==> src/rtl/weight_load_sched_pkg.sv <==
// Shared npu package for the weight-load scheduler: FSM state encoding,
// error codes, default tensor count and fixed field widths.
package weight_load_sched_pkg;

  localparam int unsigned MAX_TENSORS = 4;
  localparam int unsigned NUM_W       = 3;
  localparam int unsigned SEL_W       = 3;
  localparam int unsigned CUR_W       = 2;
  localparam int unsigned ERR_W       = 2;

  typedef enum logic [1:0] {
    ST_IDLE  = 2'd0,
    ST_LOAD  = 2'd1,
    ST_DRAIN = 2'd2,
    ST_DONE  = 2'd3
  } state_e;

  typedef enum logic [ERR_W-1:0] {
    ERR_NONE    = 2'd0,
    ERR_BAD_CFG = 2'd1,
    ERR_SHORT   = 2'd2,
    ERR_LONG    = 2'd3
  } err_e;

endpackage

==> src/rtl/load_beat_counter.sv <==
// Per-tensor beat counter with last-beat compare.
// Ports: clk/rst, clr (sync zero, wins over inc), inc, len (tensor length),
//        cnt (current beat index), at_last_c (cnt == len-1, combinational).
module load_beat_counter #(
  parameter int unsigned ADDR_WIDTH = 13
) (
  input  logic                  clk,
  input  logic                  rst,
  input  logic                  clr,
  input  logic                  inc,
  input  logic [ADDR_WIDTH-1:0] len,
  output logic [ADDR_WIDTH-1:0] cnt,
  output logic                  at_last_c
);

  logic [ADDR_WIDTH-1:0] cnt_q, cnt_d;

  // len is never 0 while counting and never exceeds 2^ADDR_WIDTH-1, so no wrap
  always_comb begin
    cnt_d = cnt_q;
    if (clr)      cnt_d = '0;
    else if (inc) cnt_d = cnt_q + ADDR_WIDTH'(1);
  end

  always_ff @(posedge clk or posedge rst) begin
    if (rst) cnt_q <= '0;
    else     cnt_q <= cnt_d;
  end

  assign cnt       = cnt_q;
  assign at_last_c = (cnt_q == (len - ADDR_WIDTH'(1)));

endmodule

==> src/rtl/weight_load_sched.sv <==
// Weight-load scheduler: accepts a job descriptor of up to MAX_TENSORS tensors,
// then writes each incoming stream beat to SRAM sram_sel at address beat index.
// Ports: cfg_* descriptor handshake, s_axis_* input stream, abort (sync cancel),
//        sram_* registered write port (1-cycle latency), busy/cur_tensor/done
//        status, err_code sticky per job (last error wins).
module weight_load_sched #(
  parameter int unsigned ADDR_WIDTH  = 13,
  parameter int unsigned DATA_WIDTH  = 8,
  parameter int unsigned MAX_TENSORS = weight_load_sched_pkg::MAX_TENSORS
) (
  input  logic                              s_axis_aclk,
  input  logic                              s_axis_areset,
  input  logic                              cfg_valid,
  output logic                              cfg_ready,
  input  logic [2:0]                        cfg_num,
  input  logic [3*MAX_TENSORS-1:0]          cfg_sram_idx,
  input  logic [ADDR_WIDTH*MAX_TENSORS-1:0] cfg_len,
  input  logic [DATA_WIDTH-1:0]             s_axis_tdata,
  input  logic                              s_axis_tvalid,
  output logic                              s_axis_tready,
  input  logic                              s_axis_tlast,
  input  logic                              abort,
  output logic                              sram_we,
  output logic [2:0]                        sram_sel,
  output logic [ADDR_WIDTH-1:0]             sram_addr,
  output logic [DATA_WIDTH-1:0]             sram_wdata,
  output logic                              busy,
  output logic [1:0]                        cur_tensor,
  output logic                              done,
  output logic [1:0]                        err_code
);

  import weight_load_sched_pkg::*;

  state_e                            state_q, state_d;
  logic [NUM_W-1:0]                  num_q, num_d;
  logic [SEL_W*MAX_TENSORS-1:0]      idx_q, idx_d;
  logic [ADDR_WIDTH*MAX_TENSORS-1:0] len_q, len_d;
  logic [CUR_W-1:0]                  cur_q, cur_d;
  logic [ERR_W-1:0]                  err_q, err_d;

  logic                  cfg_ready_q, cfg_ready_d;
  logic                  tready_q, tready_d;
  logic                  busy_q, busy_d;
  logic                  done_q, done_d;
  logic                  we_q, we_d;
  logic [SEL_W-1:0]      sel_q, sel_d;
  logic [ADDR_WIDTH-1:0] addr_q, addr_d;
  logic [DATA_WIDTH-1:0] wdata_q, wdata_d;

  logic                  beat_c, bad_cfg_c, tensor_end_c, wr_c, cnt_clr_c, cnt_inc_c, at_last_c;
  logic [ADDR_WIDTH-1:0] beat_cnt, cur_len;
  logic [SEL_W-1:0]      cur_sel;

  assign beat_c  = s_axis_tvalid && tready_q;
  assign cur_len = len_q[ADDR_WIDTH*cur_q +: ADDR_WIDTH];
  assign cur_sel = idx_q[SEL_W*cur_q +: SEL_W];

  load_beat_counter #(.ADDR_WIDTH(ADDR_WIDTH)) u_cnt (
    .clk       (s_axis_aclk),
    .rst       (s_axis_areset),
    .clr       (cnt_clr_c),
    .inc       (cnt_inc_c),
    .len       (cur_len),
    .cnt       (beat_cnt),
    .at_last_c (at_last_c)
  );

  // Descriptor check: tensor count in range and every used length non-zero
  always_comb begin
    bad_cfg_c = (cfg_num == '0) || (32'(cfg_num) > MAX_TENSORS);
    for (int unsigned i = 0; i < MAX_TENSORS; i++) begin
      if ((i < 32'(cfg_num)) && (cfg_len[ADDR_WIDTH*i +: ADDR_WIDTH] == '0)) bad_cfg_c = 1'b1;
    end
  end

  // State and job registers
  always_ff @(posedge s_axis_aclk or posedge s_axis_areset) begin
    if (s_axis_areset) begin
      state_q <= ST_IDLE;
      num_q   <= '0;
      idx_q   <= '0;
      len_q   <= '0;
      cur_q   <= '0;
      err_q   <= '0;
    end else begin
      state_q <= state_d;
      num_q   <= num_d;
      idx_q   <= idx_d;
      len_q   <= len_d;
      cur_q   <= cur_d;
      err_q   <= err_d;
    end
  end

  // Next-state and job bookkeeping
  always_comb begin
    state_d      = state_q;
    num_d        = num_q;
    idx_d        = idx_q;
    len_d        = len_q;
    cur_d        = cur_q;
    err_d        = err_q;
    tensor_end_c = 1'b0;
    wr_c         = 1'b0;
    cnt_clr_c    = 1'b0;
    cnt_inc_c    = 1'b0;
    unique case (state_q)
      ST_IDLE: begin
        if (cfg_valid) begin
          num_d     = cfg_num;
          idx_d     = cfg_sram_idx;
          len_d     = cfg_len;
          cur_d     = '0;
          cnt_clr_c = 1'b1;
          err_d     = bad_cfg_c ? ERR_BAD_CFG : ERR_NONE;
          state_d   = bad_cfg_c ? ST_DONE : ST_LOAD;
        end
      end
      ST_LOAD: begin
        if (abort) begin
          state_d   = ST_IDLE;
          cur_d     = '0;
          cnt_clr_c = 1'b1;
        end else if (beat_c) begin
          wr_c = 1'b1;
          if (s_axis_tlast) begin
            if (!at_last_c) err_d = ERR_SHORT;
            tensor_end_c = 1'b1;
          end else if (at_last_c) begin
            // Counter holds at len-1 while draining; it is cleared at tensor end
            err_d   = ERR_LONG;
            state_d = ST_DRAIN;
          end else begin
            cnt_inc_c = 1'b1;
          end
        end
      end
      ST_DRAIN: begin
        if (abort) begin
          state_d   = ST_IDLE;
          cur_d     = '0;
          cnt_clr_c = 1'b1;
        end else if (beat_c && s_axis_tlast) begin
          tensor_end_c = 1'b1;
        end
      end
      ST_DONE: state_d = ST_IDLE;
      default: state_d = ST_IDLE;
    endcase
    if (tensor_end_c) begin
      cnt_clr_c = 1'b1;
      if (NUM_W'(cur_q) == (num_q - NUM_W'(1))) begin
        state_d = ST_DONE;
      end else begin
        cur_d   = cur_q + CUR_W'(1);
        state_d = ST_LOAD;
      end
    end
  end

  // Output next values: status decoded from next state, write port holds when idle
  always_comb begin
    cfg_ready_d = (state_d == ST_IDLE);
    tready_d    = (state_d == ST_LOAD) || (state_d == ST_DRAIN);
    busy_d      = (state_d != ST_IDLE);
    done_d      = (state_d == ST_DONE);
    we_d        = wr_c;
    sel_d       = sel_q;
    addr_d      = addr_q;
    wdata_d     = wdata_q;
    if (wr_c) begin
      sel_d   = cur_sel;
      addr_d  = beat_cnt;
      wdata_d = s_axis_tdata;
    end
  end

  // Output registers
  always_ff @(posedge s_axis_aclk or posedge s_axis_areset) begin
    if (s_axis_areset) begin
      cfg_ready_q <= 1'b1;
      tready_q    <= 1'b0;
      busy_q      <= 1'b0;
      done_q      <= 1'b0;
      we_q        <= 1'b0;
      sel_q       <= '0;
      addr_q      <= '0;
      wdata_q     <= '0;
    end else begin
      cfg_ready_q <= cfg_ready_d;
      tready_q    <= tready_d;
      busy_q      <= busy_d;
      done_q      <= done_d;
      we_q        <= we_d;
      sel_q       <= sel_d;
      addr_q      <= addr_d;
      wdata_q     <= wdata_d;
    end
  end

  assign cfg_ready     = cfg_ready_q;
  assign s_axis_tready = tready_q;
  assign busy          = busy_q;
  assign done          = done_q;
  assign sram_we       = we_q;
  assign sram_sel      = sel_q;
  assign sram_addr     = addr_q;
  assign sram_wdata    = wdata_q;
  assign cur_tensor    = cur_q;
  assign err_code      = err_q;

endmodule

==> config.mk <==
export PLATFORM = sky130hd
export DESIGN_NAME = weight_load_sched
export DESIGN_NICKNAME = d
export VERILOG_FILES = /design/src/rtl/weight_load_sched_pkg.sv /design/src/rtl/load_beat_counter.sv /design/src/rtl/weight_load_sched.sv
export SDC_FILE = /design/constraint.sdc
export NUM_CORES = 1
export LEC_CHECK = 0
export CAP_MARGIN = 0
export CORE_MARGIN = 2
export CORE_UTILIZATION = 45
export DETAILED_ROUTE_END_ITERATION = 6
export DONT_BUFFER_PORTS = 1
export HOLD_SLACK_MARGIN = 0.05
export PLACE_DENSITY = 0.63
export SLEW_MARGIN = 15
export SYNTH_ARGS = -nofsm -noshare
export SYNTH_HDL_FRONTEND = slang
export SYNTH_SLANG_ARGS = --single-unit
==> constraint.sdc <==
create_clock -name s_axis_aclk -period 6.9 [get_ports s_axis_aclk]
set_clock_uncertainty 0.05 [all_clocks]
set_input_delay 0.345 -clock s_axis_aclk [delete_from_list [all_inputs] [get_ports s_axis_aclk]]
set_output_delay 0.345 -clock s_axis_aclk [all_outputs]
set_load 0.05 [all_outputs]
==> results.sh, run 1 <==
export IMPL_status="finished clean"
export IMPL_slew_headroom=0.254
export IMPL_synth_warnings=0
export IMPL_postCtsResizedCells=0
export IMPL_power_leakage_nw=2.97
export IMPL_yosysSeqAreaShare=0.498
export IMPL_endpoint_kind="flip-flop"
export IMPL_cts_sinks=115
export IMPL_drive_gt1_frac=0.272
export IMPL_synthDistinctLibCells=52
export IMPL_grt_pass1_vias=4371
export IMPL_rsz0062_at_grt="no"
export IMPL_avgViaCountPerCell=5.69
export IMPL_first_pass_iters=4
export IMPL_clk_latency_ps=420
export IMPL_dpl_instance_area_sq_mm=0.00591
export IMPL_cts_tree="done"
export IMPL_path_clk_slew_ps=50
export IMPL_dp_hpwl_mm=9.45
export IMPL_p_total_mw=3.01
export IMPL_htreeDepth=4
export IMPL_initial_core_util=0.460
export IMPL_ioPinCount=114
export IMPL_fin_tns_setup_ps=0
export IMPL_overflow=0
export IMPL_setup_viol=0
export IMPL_routabilityCongestion=0.858
export IMPL_cp_arrival_ps=4930
export IMPL_pwr_share_comb=0.281
export IMPL_slew_viol_final=0
export IMPL_clock_path_buffers=2
export IMPL_layout_nets=630
export IMPL_rows=41
export IMPL_powerDensity_mw_per_mm2=413
export IMPL_wl_mm=14.1
export IMPL_insertedDiodeCount=0
export IMPL_core_sq_mm=0.0126
export IMPL_synth_area_sq_mm=0.00578
export IMPL_critical_path_cell_chain="mux4_2 > inv_1 > ha_1 > and4_1 > o21ai_1 > xnor2_1 > or4_1 > nor4_4 > buf_4 > nand2b_1 > o41ai_1 > ha_1"
export IMPL_fp_dieH_um=117
export IMPL_vdd_ir_drop_max_v=0.000250
export IMPL_async_flop_share=1.00
export IMPL_slowest_delay_ps=1010
export IMPL_grt_pass1_wl_mm=22.8
export IMPL_switchingPower_mw=1.03
export IMPL_whs_path_depth=2
export IMPL_cp_required_ps=7150
export IMPL_power_share_clock=0.297
export IMPL_wl_per_cell_um=19.5
export IMPL_pre_cts_slack_ps=2240
export IMPL_vias=4116
export IMPL_grtUsageTotal=0.225
export IMPL_cts_buffers=17
export IMPL_critPathKind="flip-flop to flip-flop"
export IMPL_cp_top_family="simple AND/OR/NAND/NOR gates"
export IMPL_synthesis_nets=553
export IMPL_grt_max_degree=75
export IMPL_post_cts_buffers=0
export IMPL_reg2reg_depth=12
export IMPL_timing_critical_path_buf_inv=2
export IMPL_drc=0
export IMPL_cp_depth=12
export IMPL_antenna_found_initial=0
export IMPL_crit_slowest_cell="dfrtp_2"
export IMPL_max_cap_violations=0
export IMPL_syn_area_per_cell_sq_um=12.5
export IMPL_synth_edff_count=0
export IMPL_final_common_cell="dfrtp_1"
export IMPL_critPathLaunchType="flip-flop"
export IMPL_area_growth_syn_to_layout_pct=26.0
export IMPL_io_buffers=0
export IMPL_final_design_area_no_fill_sq_mm=0.00728
export IMPL_die_w_um=117
export IMPL_synthCells=462
export IMPL_fin_crit_ps=4680
export IMPL_switching_share=0.341
export IMPL_ys_ff_latch=115
export IMPL_critPathMaxFanout=32
export IMPL_tightest_slew_ps=1110
export IMPL_p_int_mw=1.98
export IMPL_ant_nets=0
export IMPL_hold_viol=0
export IMPL_clockRootBuffer="clkbuf_16"
export IMPL_fin_crit_sh=0.679
export IMPL_dieArea_sq_mm=0.0138
export IMPL_timing_final_ws_setup_ps=2220
export IMPL_cts_hold_fix_buffers=77
export IMPL_synth_ff_type="dfrtp_1"
export IMPL_p_seq_frac=0.422
export IMPL_dr_first_iter_drc_count=175
export IMPL_fmax_ghz=0.214
export IMPL_most_common_layout_cells="113 x dfrtp_1, 87 x mux2_2, 77 x dlygate4sd3_1"
export IMPL_critPathMostFrequentCell="ha_1"
export IMPL_hp_class="input port to flip-flop"
-- cell type report --
cell class                      instances  area [sq um]
Fill cell                             993          5290
Sequential cell                       115          2880
Multi-Input combinational cell        309          2720
Timing Repair Buffer                   82           808
Clock buffer                           19           443
Tap cell                              172           215
Clock inverter                         13           158
Inverter                               14          55.1
-- final timing paths --
kind / from / endpoint / slack (ps)
worst max-delay path: cur_tensor[0]$_DFF_PP0_ / s_axis_tready$_DFF_PP0_ / 2220
worst min-delay path: s_axis_tlast / err_code[0]$_DFFE_PP0P_ / 100
worst max register to register: cur_tensor[0]$_DFF_PP0_ / s_axis_tready$_DFF_PP0_ / 2220
worst min register to register: len_q[48]$_DFFE_PP0P_ / len_q[48]$_DFFE_PP0P_ / 450
max in group asynchronous: s_axis_areset / cur_tensor[0]$_DFF_PP0_ / 5020
min in group asynchronous: s_axis_areset / sram_addr[7]$_DFFE_PP0P_ / 420
-- synth_stat cells (all sizes together) (4+ instances only) --
master | n | area [sq um]
a31oi | 4 | 25.0
dfrtp | 114 | 2850
mux2i | 4 | 40.0
mux2 | 87 | 980
xor2 | 6 | 52.6
o211ai | 5 | 37.5
clkbuf | 15 | 56.3
or4 | 6 | 48.8
inv | 14 | 52.6
nor4 | 11 | 90.1
ha | 10 | 125
mux4 | 16 | 360
o21ai | 21 | 105
a21oi | 14 | 70.1
nand2 | 17 | 63.8
nand3 | 9 | 45.0
nor2 | 15 | 56.3
xnor2 | 19 | 166
nor3 | 9 | 50.1
buf | 9 | 72.6
nand4 | 8 | 50.1
or3 | 15 | 93.8
-- cell families (layout without fill, tap and decap cells) --
family	Yosys count	in the layout	share of synthesized area
xor+xnor	25	25	0.0379
flops	115	115	0.498
fa+ha+maj	10	10	0.0217
buf+inv	38	128	0.0314
simple gates	110	110	0.112
mux	107	107	0.239
compound gates	57	57	0.0598
-- worst register-to-register path: cells and delay by family (launching register included) --
| kind | cells | cell delay, ps |
|---|---|---|
| xor+xnor | 1 | 150 |
| compound gates | 2 | 580 |
| fa+ha+maj | 2 | 530 |
| buf+inv | 2 | 400 |
| mux | 1 | 670 |
| simple gates | 4 | 1160 |
| flops | 1 | 1010 |
-- sequential cells by signal, summed over array words and instances (netlist names), 2 cells and up --
name        cells
cur_tensor      2
sram_addr      13
u_cnt.cnt      13
len_q          52
err_code        2
idx_q          12
state_q         2
sram_sel        3
num_q           3
sram_wdata      8
-- stage by stage --
step / utilization / hold WS (ps) / std cells
6_report: 0.579 / 98.4 / 724
2_1_floorplan: - / 412 / 462
3_5_place_dp: 0.470 / 243 / 615
3_3_place_gp: 0.470 / 241 / 615
4_1_cts: 0.579 / 80.0 / 724
5_1_grt: 0.579 / 86.8 / 724
-- power by group through the flow --
stage | clock network (mW) | registers (mW) | logic, mW
floorplan | 0 | 1.21 | 0.685
global placement | 0 | 1.26 | 0.774
detailed placement | 0 | 1.28 | 0.808
CTS | 0.909 | 1.26 | 0.846
global route | 0.949 | 1.30 | 0.921
finish | 0.892 | 1.27 | 0.846
-- per-layer routing --
metal  vias up  global-route usage  part of all wire  wire, um
met3        25              0.0736             0.065       918
met5         -                   0                 0         0
met1      2086               0.265              0.41      5820
li1       1868                   -                 -         -
met4         0               0.118             0.025       356
met2       137               0.367              0.50      7020
Note: power is estimated with default switching activity, not from simulation.
==> run 2, diff against run 1 <==
==> constraint.sdc (replaced) <==
create_clock -name s_axis_aclk -period 4.6 [get_ports s_axis_aclk]
set_clock_uncertainty 0.05 [all_clocks]
set_input_delay 0.23 -clock s_axis_aclk [delete_from_list [all_inputs] [get_ports s_axis_aclk]]
set_output_delay 0.23 -clock s_axis_aclk [all_outputs]
set_load 0.05 [all_outputs]
==> run 2 against run 1 <==
Compared with the run above: global-route usage is 0.78 points lower; flip-flop and latch count unchanged; hold slack got worse by 20 ps; register-to-register slack worse by 1500 ps; via count shrank 0.70%; combinational power up 50%; critical path depth is the same; critical path type unchanged.
==> results.sh, run 2 (synthesis results as in run 1) <==
export IMPL_die_w_um=117
export IMPL_routabilityCongestion=0.862
export IMPL_postCtsResizedCells=0
export IMPL_rsz0062_at_grt="no"
export IMPL_first_pass_iters=4
export IMPL_hp_class="input port to flip-flop"
export IMPL_power_leakage_nw=3.01
export IMPL_dp_hpwl_mm=9.38
export IMPL_ant_nets=0
export IMPL_seq_area_sq_mm=0.00288
export IMPL_grt_pass1_wl_mm=22.1
export IMPL_fmax_ghz=0.257
export IMPL_tightest_slew_ps=922
export IMPL_vias=4087
export IMPL_fin_tns_setup_ps=0
export IMPL_clock_path_buffers=2
export IMPL_nFillCells=995
export IMPL_critPathKind="flip-flop to flip-flop"
export IMPL_multi_input_area_sq_mm=0.00272
export IMPL_htreeDepth=4
export IMPL_dpl_instance_area_sq_mm=0.00594
export IMPL_setup_viol=0
export IMPL_area_growth_syn_to_layout_pct=27.4
export IMPL_final_design_area_no_fill_sq_mm=0.00736
export IMPL_max_cap_violations=0
export IMPL_initial_core_util=0.460
export IMPL_core_sq_mm=0.0126
export IMPL_critical_path_cell_chain="mux4_2 > inv_1 > ha_1 > and4b_1 > o21ai_1 > xnor2_1 > or4_1 > nor4_4 > buf_4 > nand2b_1 > o41ai_1 > ha_1"
export IMPL_path_clk_slew_ps=60
export IMPL_cp_required_ps=4850
export IMPL_critPathMostFrequentCell="ha_1"
export IMPL_antenna_found_initial=0
export IMPL_grt_max_degree=77
export IMPL_clk_latency_ps=420
export IMPL_final_common_cell="dfrtp_1"
export IMPL_fp_dieH_um=117
export IMPL_wl_mm=13.9
export IMPL_fin_crit_sh=0.847
export IMPL_cts_buffers=17
export IMPL_status="finished clean"
export IMPL_slowest_delay_ps=590
export IMPL_fin_crit_ps=3900
export IMPL_insertedDiodeCount=0
export IMPL_reg2reg_depth=12
export IMPL_critPathLaunchType="flip-flop"
export IMPL_timing_final_ws_setup_ps=703
export IMPL_cts_tree="done"
export IMPL_layout_nets=636
export IMPL_post_cts_buffers=0
export IMPL_dr_first_iter_drc_count=174
export IMPL_hold_viol=0
export IMPL_slew_viol_final=0
export IMPL_cp_arrival_ps=4150
export IMPL_ioPinCount=114
export IMPL_drive_gt1_frac=0.278
export IMPL_slew_headroom=0.385
export IMPL_crit_slowest_cell="mux4_2"
export IMPL_largest_reg_flops=52
export IMPL_io_buffers=0
export IMPL_most_common_layout_cells="113 x dfrtp_1, 87 x mux2_2, 78 x dlygate4sd3_1"
export IMPL_critPathMaxFanout=10
export IMPL_wl_per_cell_um=19.0
export IMPL_overflow=0
export IMPL_top_register="len_q"
export IMPL_avgViaCountPerCell=5.60
export IMPL_whs_path_depth=3
export IMPL_endpoint_kind="flip-flop"
export IMPL_clockRootBuffer="clkbuf_16"
export IMPL_cts_sinks=115
export IMPL_rows=41
export IMPL_powerDensity_mw_per_mm2=622
export IMPL_pre_cts_slack_ps=732
export IMPL_grt_pass1_vias=4279
export IMPL_p_total_mw=4.58
export IMPL_vdd_ir_drop_max_v=0.000332
export IMPL_dieArea_sq_mm=0.0138
export IMPL_drc=0
export IMPL_grtUsageTotal=0.217
run 2: changes by cell type in the layout (fill, tap and decap cells not counted):
cell | before | now
inv_6 | 2 | 1
buf_4 | 5 | 10
inv_8 | 0 | 1
and2_1 | 0 | 1
clkinvlp_4 | 4 | 3
clkinv_4 | 0 | 4
clkbuf_1 | 1 | 0
and2_2 | 1 | 0
dlygate4sd3_1 | 77 | 78
bufinv_16 | 3 | 4
clkbuf_8 | 1 | 0
clkinv_2 | 4 | 2
run 2: worst max-delay path: cells and delay by family (launching register included):
kind / cells / cell delay, ps
buffers and inverters: 2 / 300
adder cells (fa/ha/maj): 2 / 500
XOR/XNOR: 1 / 140
flip-flops: 1 / 510
multiplexers: 1 / 590
AND/OR/NAND/NOR: 4 / 1130
AO/OA/AOI/OAI: 2 / 550
run 2: report_power, final:
group          switching, mW  total (mW)  internal, mW
sequential             0.501        1.90          1.40
clock                  0.493        1.40         0.911
combinational          0.562        1.27         0.712
run 2: per-layer routing:
layer  up-vias  GRT usage  wire [um]
met3        27     0.0669        819
met2       135      0.344       6740
li1       1872          -          -
met1      2053      0.276       5990
met4         0     0.0941        306
met5         -          0          0
run 2: worst paths after layout:
path	start	endpoint	slack (ps)
min	abort	err_code[1]$_DFFE_PP0P_	80
max in group asynchronous	s_axis_areset	len_q[17]$_DFFE_PP0P_	2970
min reg2reg	idx_q[7]$_DFFE_PP0P_	idx_q[7]$_DFFE_PP0P_	460
max	cur_tensor[0]$_DFF_PP0_	s_axis_tready$_DFF_PP0_	700
min in group asynchronous	s_axis_areset	sram_wdata[1]$_DFFE_PP0P_	460
max reg2reg	cur_tensor[0]$_DFF_PP0_	s_axis_tready$_DFF_PP0_	700
run 2: what timing repair did:
action                                  4_1_cts  5_1_grt
endpoints found under the setup margin        0        0
hold buffers                                 78        0
endpoints found under the hold margin       152        0
run 2: final cells by class:
type,count,area share
clock buffers,17,0.0578
flip-flops and latches,115,0.391
clock inverters,15,0.0282
repair buffers,88,0.116
well taps,172,0.0293
inverters,14,0.00748
multi-input cells,309,0.369
run 2: metrics by stage:
step	hold slack (ps)	utilization	cells
after CTS	52.2	0.585	730
after global routing	87.3	0.585	730
after floorplan	297	-	462
after detailed placement	306	0.473	620
after global placement	303	0.473	620
final	78.6	0.585	730
==> run 3, diff against run 2 <==
--- a/config.mk
+++ b/config.mk
@@ -5,6 +5,7 @@
 export SDC_FILE = /design/constraint.sdc
 export NUM_CORES = 1
 export LEC_CHECK = 0
+export ABC_AREA = 1
 export CAP_MARGIN = 0
 export CORE_MARGIN = 2
 export CORE_UTILIZATION = 45
==> constraint.sdc (replaced) <==
create_clock -name s_axis_aclk -period 3.8 [get_ports s_axis_aclk]
set_clock_uncertainty 0.05 [all_clocks]
set_input_delay 0.19 -clock s_axis_aclk [delete_from_list [all_inputs] [get_ports s_axis_aclk]]
set_output_delay 0.19 -clock s_axis_aclk [all_outputs]
set_load 0.05 [all_outputs]
==> run 3 against run 2 <==
Compared with the run above: sequential power up 33%; synthesized cell count increased by 82%; sequential share of layout area decreased by 2.0 points; synthesized area rose by 8.0%; utilization is 2.1 points lower; design area up 5.2%; total power grew 34%; maximum frequency up 27%; first-iteration DRC count increased by 110%; flip-flop and latch count unchanged; critical path type unchanged; critical endpoint unchanged; highest routed layer unchanged.
==> results.sh, run 3 <==
export IMPL_status="finished clean"
export IMPL_antenna_found_initial=0
export IMPL_powerDensity_mw_per_mm2=795
export IMPL_path_clk_slew_ps=50
export IMPL_clk_latency_ps=420
export IMPL_fin_util=0.564
export IMPL_synth_top_cell_area_share=0.457
export IMPL_wl_mm=16.5
export IMPL_synth_area_sq_mm=0.00624
export IMPL_largest_reg_flops=52
export IMPL_clock_path_buffers=2
export IMPL_critical_path_cell_chain="buf_4 > nand2_1 > nand3_1 > nand2_1 > ha_1 > xnor2_1 > nor2_1 > nand3_1 > nor2_2 > nand4_1 > nor2_1 > nand2_1 > nand2_1 > nand2_1 > a21oi_1 > ha_1"
export IMPL_timing_final_ws_setup_ps=732
export IMPL_syn_area_per_cell_sq_um=7.41
export IMPL_use_met2=0.388
export IMPL_final_design_area_no_fill_sq_mm=0.00774
export IMPL_core_sq_mm=0.0137
export IMPL_setup_viol=0
export IMPL_yosysMostFrequentCell="nand2_1"
export IMPL_wl_per_cell_um=14.8
export IMPL_cts_hold_fix_buffers=78
export IMPL_fin_tns_setup_ps=0
export IMPL_slew_viol_final=0
export IMPL_area_growth_syn_to_layout_pct=24.1
export IMPL_nFillCells=1302
export IMPL_vdd_ir_drop_max_v=0.000371
export IMPL_drc=0
export IMPL_slew_headroom=0.411
export IMPL_seq_area_sq_mm=0.00288
export IMPL_cts_buffers=17
export IMPL_top_register="len_q"
export IMPL_synthCells=842
export IMPL_crit_slowest_cell="dfrtp_1"
export IMPL_grt_busiest_layer="met2"
export IMPL_routabilityCongestion=0.911
export IMPL_insertedDiodeCount=0
export IMPL_cts_sinks=115
export IMPL_rows=43
export IMPL_rsz0062_at_grt="no"
export IMPL_hp_class="input port to flip-flop"
export IMPL_dpl_instance_area_sq_mm=0.00637
export IMPL_cp_arrival_ps=3310
export IMPL_multi_input_area_sq_mm=0.00290
export IMPL_tightest_slew_ps=884
export IMPL_dp_hpwl_mm=11.3
export IMPL_synth_warnings=0
export IMPL_layout_nets=1008
export IMPL_synth_edff_count=0
export IMPL_initial_core_util=0.455
export IMPL_most_common_layout_cells="357 x nand2_1, 114 x dfrtp_1, 78 x dlygate4sd3_1"
export IMPL_ys_ff_latch=115
export IMPL_synth_area_leaders="dfrtp_1 46%, nand2_1 22%, o21ai_0 4.3%"
export IMPL_synthDistinctLibCells=36
export IMPL_post_cts_buffers=0
export IMPL_grt_util_met1=0.312
export IMPL_dr_first_iter_drc_count=370
export IMPL_fmax_ghz=0.326
export IMPL_dieArea_sq_mm=0.0148
export IMPL_grt_pass1_wl_mm=27.2
export IMPL_fin_crit_sh=0.807
export IMPL_critPathLaunchType="flip-flop"
export IMPL_grtUsageMet3=0.0613
export IMPL_grtUsageTotal=0.237
export IMPL_synthTopCellsByCount="358 x nand2_1, 114 x dfrtp_1, 70 x inv_1"
export IMPL_critPathKind="flip-flop to flip-flop"
export IMPL_ioPinCount=114
export IMPL_hold_slack_ps=89.1
export IMPL_layout_cells_non_filler=1109
export IMPL_vias=5548
export IMPL_htreeDepth=4
export IMPL_cp_required_ps=4040
export IMPL_critPathMaxFanout=27
export IMPL_hold_viol=0
export IMPL_pre_cts_slack_ps=733
export IMPL_drive_gt1_frac=0.0947
export IMPL_avgViaCountPerCell=5.00
export IMPL_synth_ff_type="dfrtp_1"
export IMPL_clockRootBuffer="clkbuf_16"
export IMPL_endpoint_kind="flip-flop"
export IMPL_async_flop_share=1.00
export IMPL_postCtsResizedCells=0
export IMPL_grt_max_degree=96
export IMPL_critPathMostFrequentCell="nand2_1"
export IMPL_timing_critical_path_buf_inv=1
export IMPL_overflow=0
export IMPL_io_buffers=0
export IMPL_cts_tree="done"
export IMPL_yosysSeqAreaShare=0.462
export IMPL_fp_dieH_um=122
export IMPL_cp_top_family="simple AND/OR/NAND/NOR gates"
export IMPL_yosysTopAreaCell="dfrtp_1"
export IMPL_power_leakage_nw=3.84
export IMPL_first_pass_iters=5
export IMPL_synthesis_nets=933
export IMPL_ant_nets=0
export IMPL_p_total_mw=6.15
export IMPL_final_common_cell="nand2_1"
export IMPL_dp_cells=1000
export IMPL_fin_crit_ps=3070
export IMPL_die_w_um=122
export IMPL_slowest_delay_ps=540
export IMPL_grt_pass1_vias=5583
export IMPL_max_cap_violations=0
[run 3: changes by cell type after synthesis, sizes merged, moves of 7 or more]
cell	previous run	this run
nand2	17	374
mux2	87	0
inv	14	75
nand3	9	55
o21ai	21	65
nor2	15	52
xnor2	19	1
mux4	16	0
or3	15	0
xor2	6	13
[run 3: cell type report]
| class | count | share of cell area |
|---|---|---|
| multi-input cells | 618 | 0.374 |
| clock inverters | 10 | 0.0171 |
| inverters | 78 | 0.0385 |
| flip-flops and latches | 115 | 0.372 |
| repair buffers | 87 | 0.110 |
| clock buffers | 21 | 0.0595 |
| well taps | 180 | 0.0291 |
[run 3: worst paths after layout]
| kind | startpoint | end | slack, ps | cells past startpoint |
|---|---|---|---|---|
| min in group asynchronous | s_axis_areset | idx_q[5]$_DFFE_PP0P_ | 280 | 2 |
| max | cur_tensor[0]$_DFF_PP0_ | s_axis_tready$_DFF_PP0_ | 730 | 16 |
| max reg2reg | cur_tensor[0]$_DFF_PP0_ | s_axis_tready$_DFF_PP0_ | 730 | 16 |
| min reg2reg | idx_q[7]$_DFFE_PP0P_ | idx_q[7]$_DFFE_PP0P_ | 420 | 2 |
| max in group asynchronous | s_axis_areset | len_q[42]$_DFFE_PP0P_ | 2500 | 3 |
| min | cfg_valid | cur_tensor[1]$_DFF_PP0_ | 90 | 5 |
[run 3: kinds of logic after synthesis]
family / synth area share
xor gates and xnor gates: 0.0197
adders and majority gates: 0.0201
buffers and inverters: 0.0742
and+or+nand+nor: 0.350
AOI/OAI and AO/OA: 0.0740
DFF: 0.462
[run 3: power by group]
part	internal (mW)	switching [mW]
Sequential	1.73	0.791
Combinational	0.700	1.33
Clock	1.05	0.550
Total	3.48	2.67
[run 3: layer usage]
metal	share of wire	up-vias
li1	-	2812
met5	0	-
met4	0.017	0
met2	0.48	127
met3	0.044	23
met1	0.46	2586
[run 3: worst register-to-register path, stage by stage, from the launching register on]
cell and delay [ps]:
dfrtp_1 540, buf_4 360, nand2_1 100, nand3_1 110
nand2_1 110, ha_1 320, xnor2_1 120, nor2_1 100
nand3_1 90, nor2_2 140, nand4_1 110, nor2_1 120
nand2_1 80, nand2_1 60, nand2_1 60, a21oi_1 210
ha_1 270
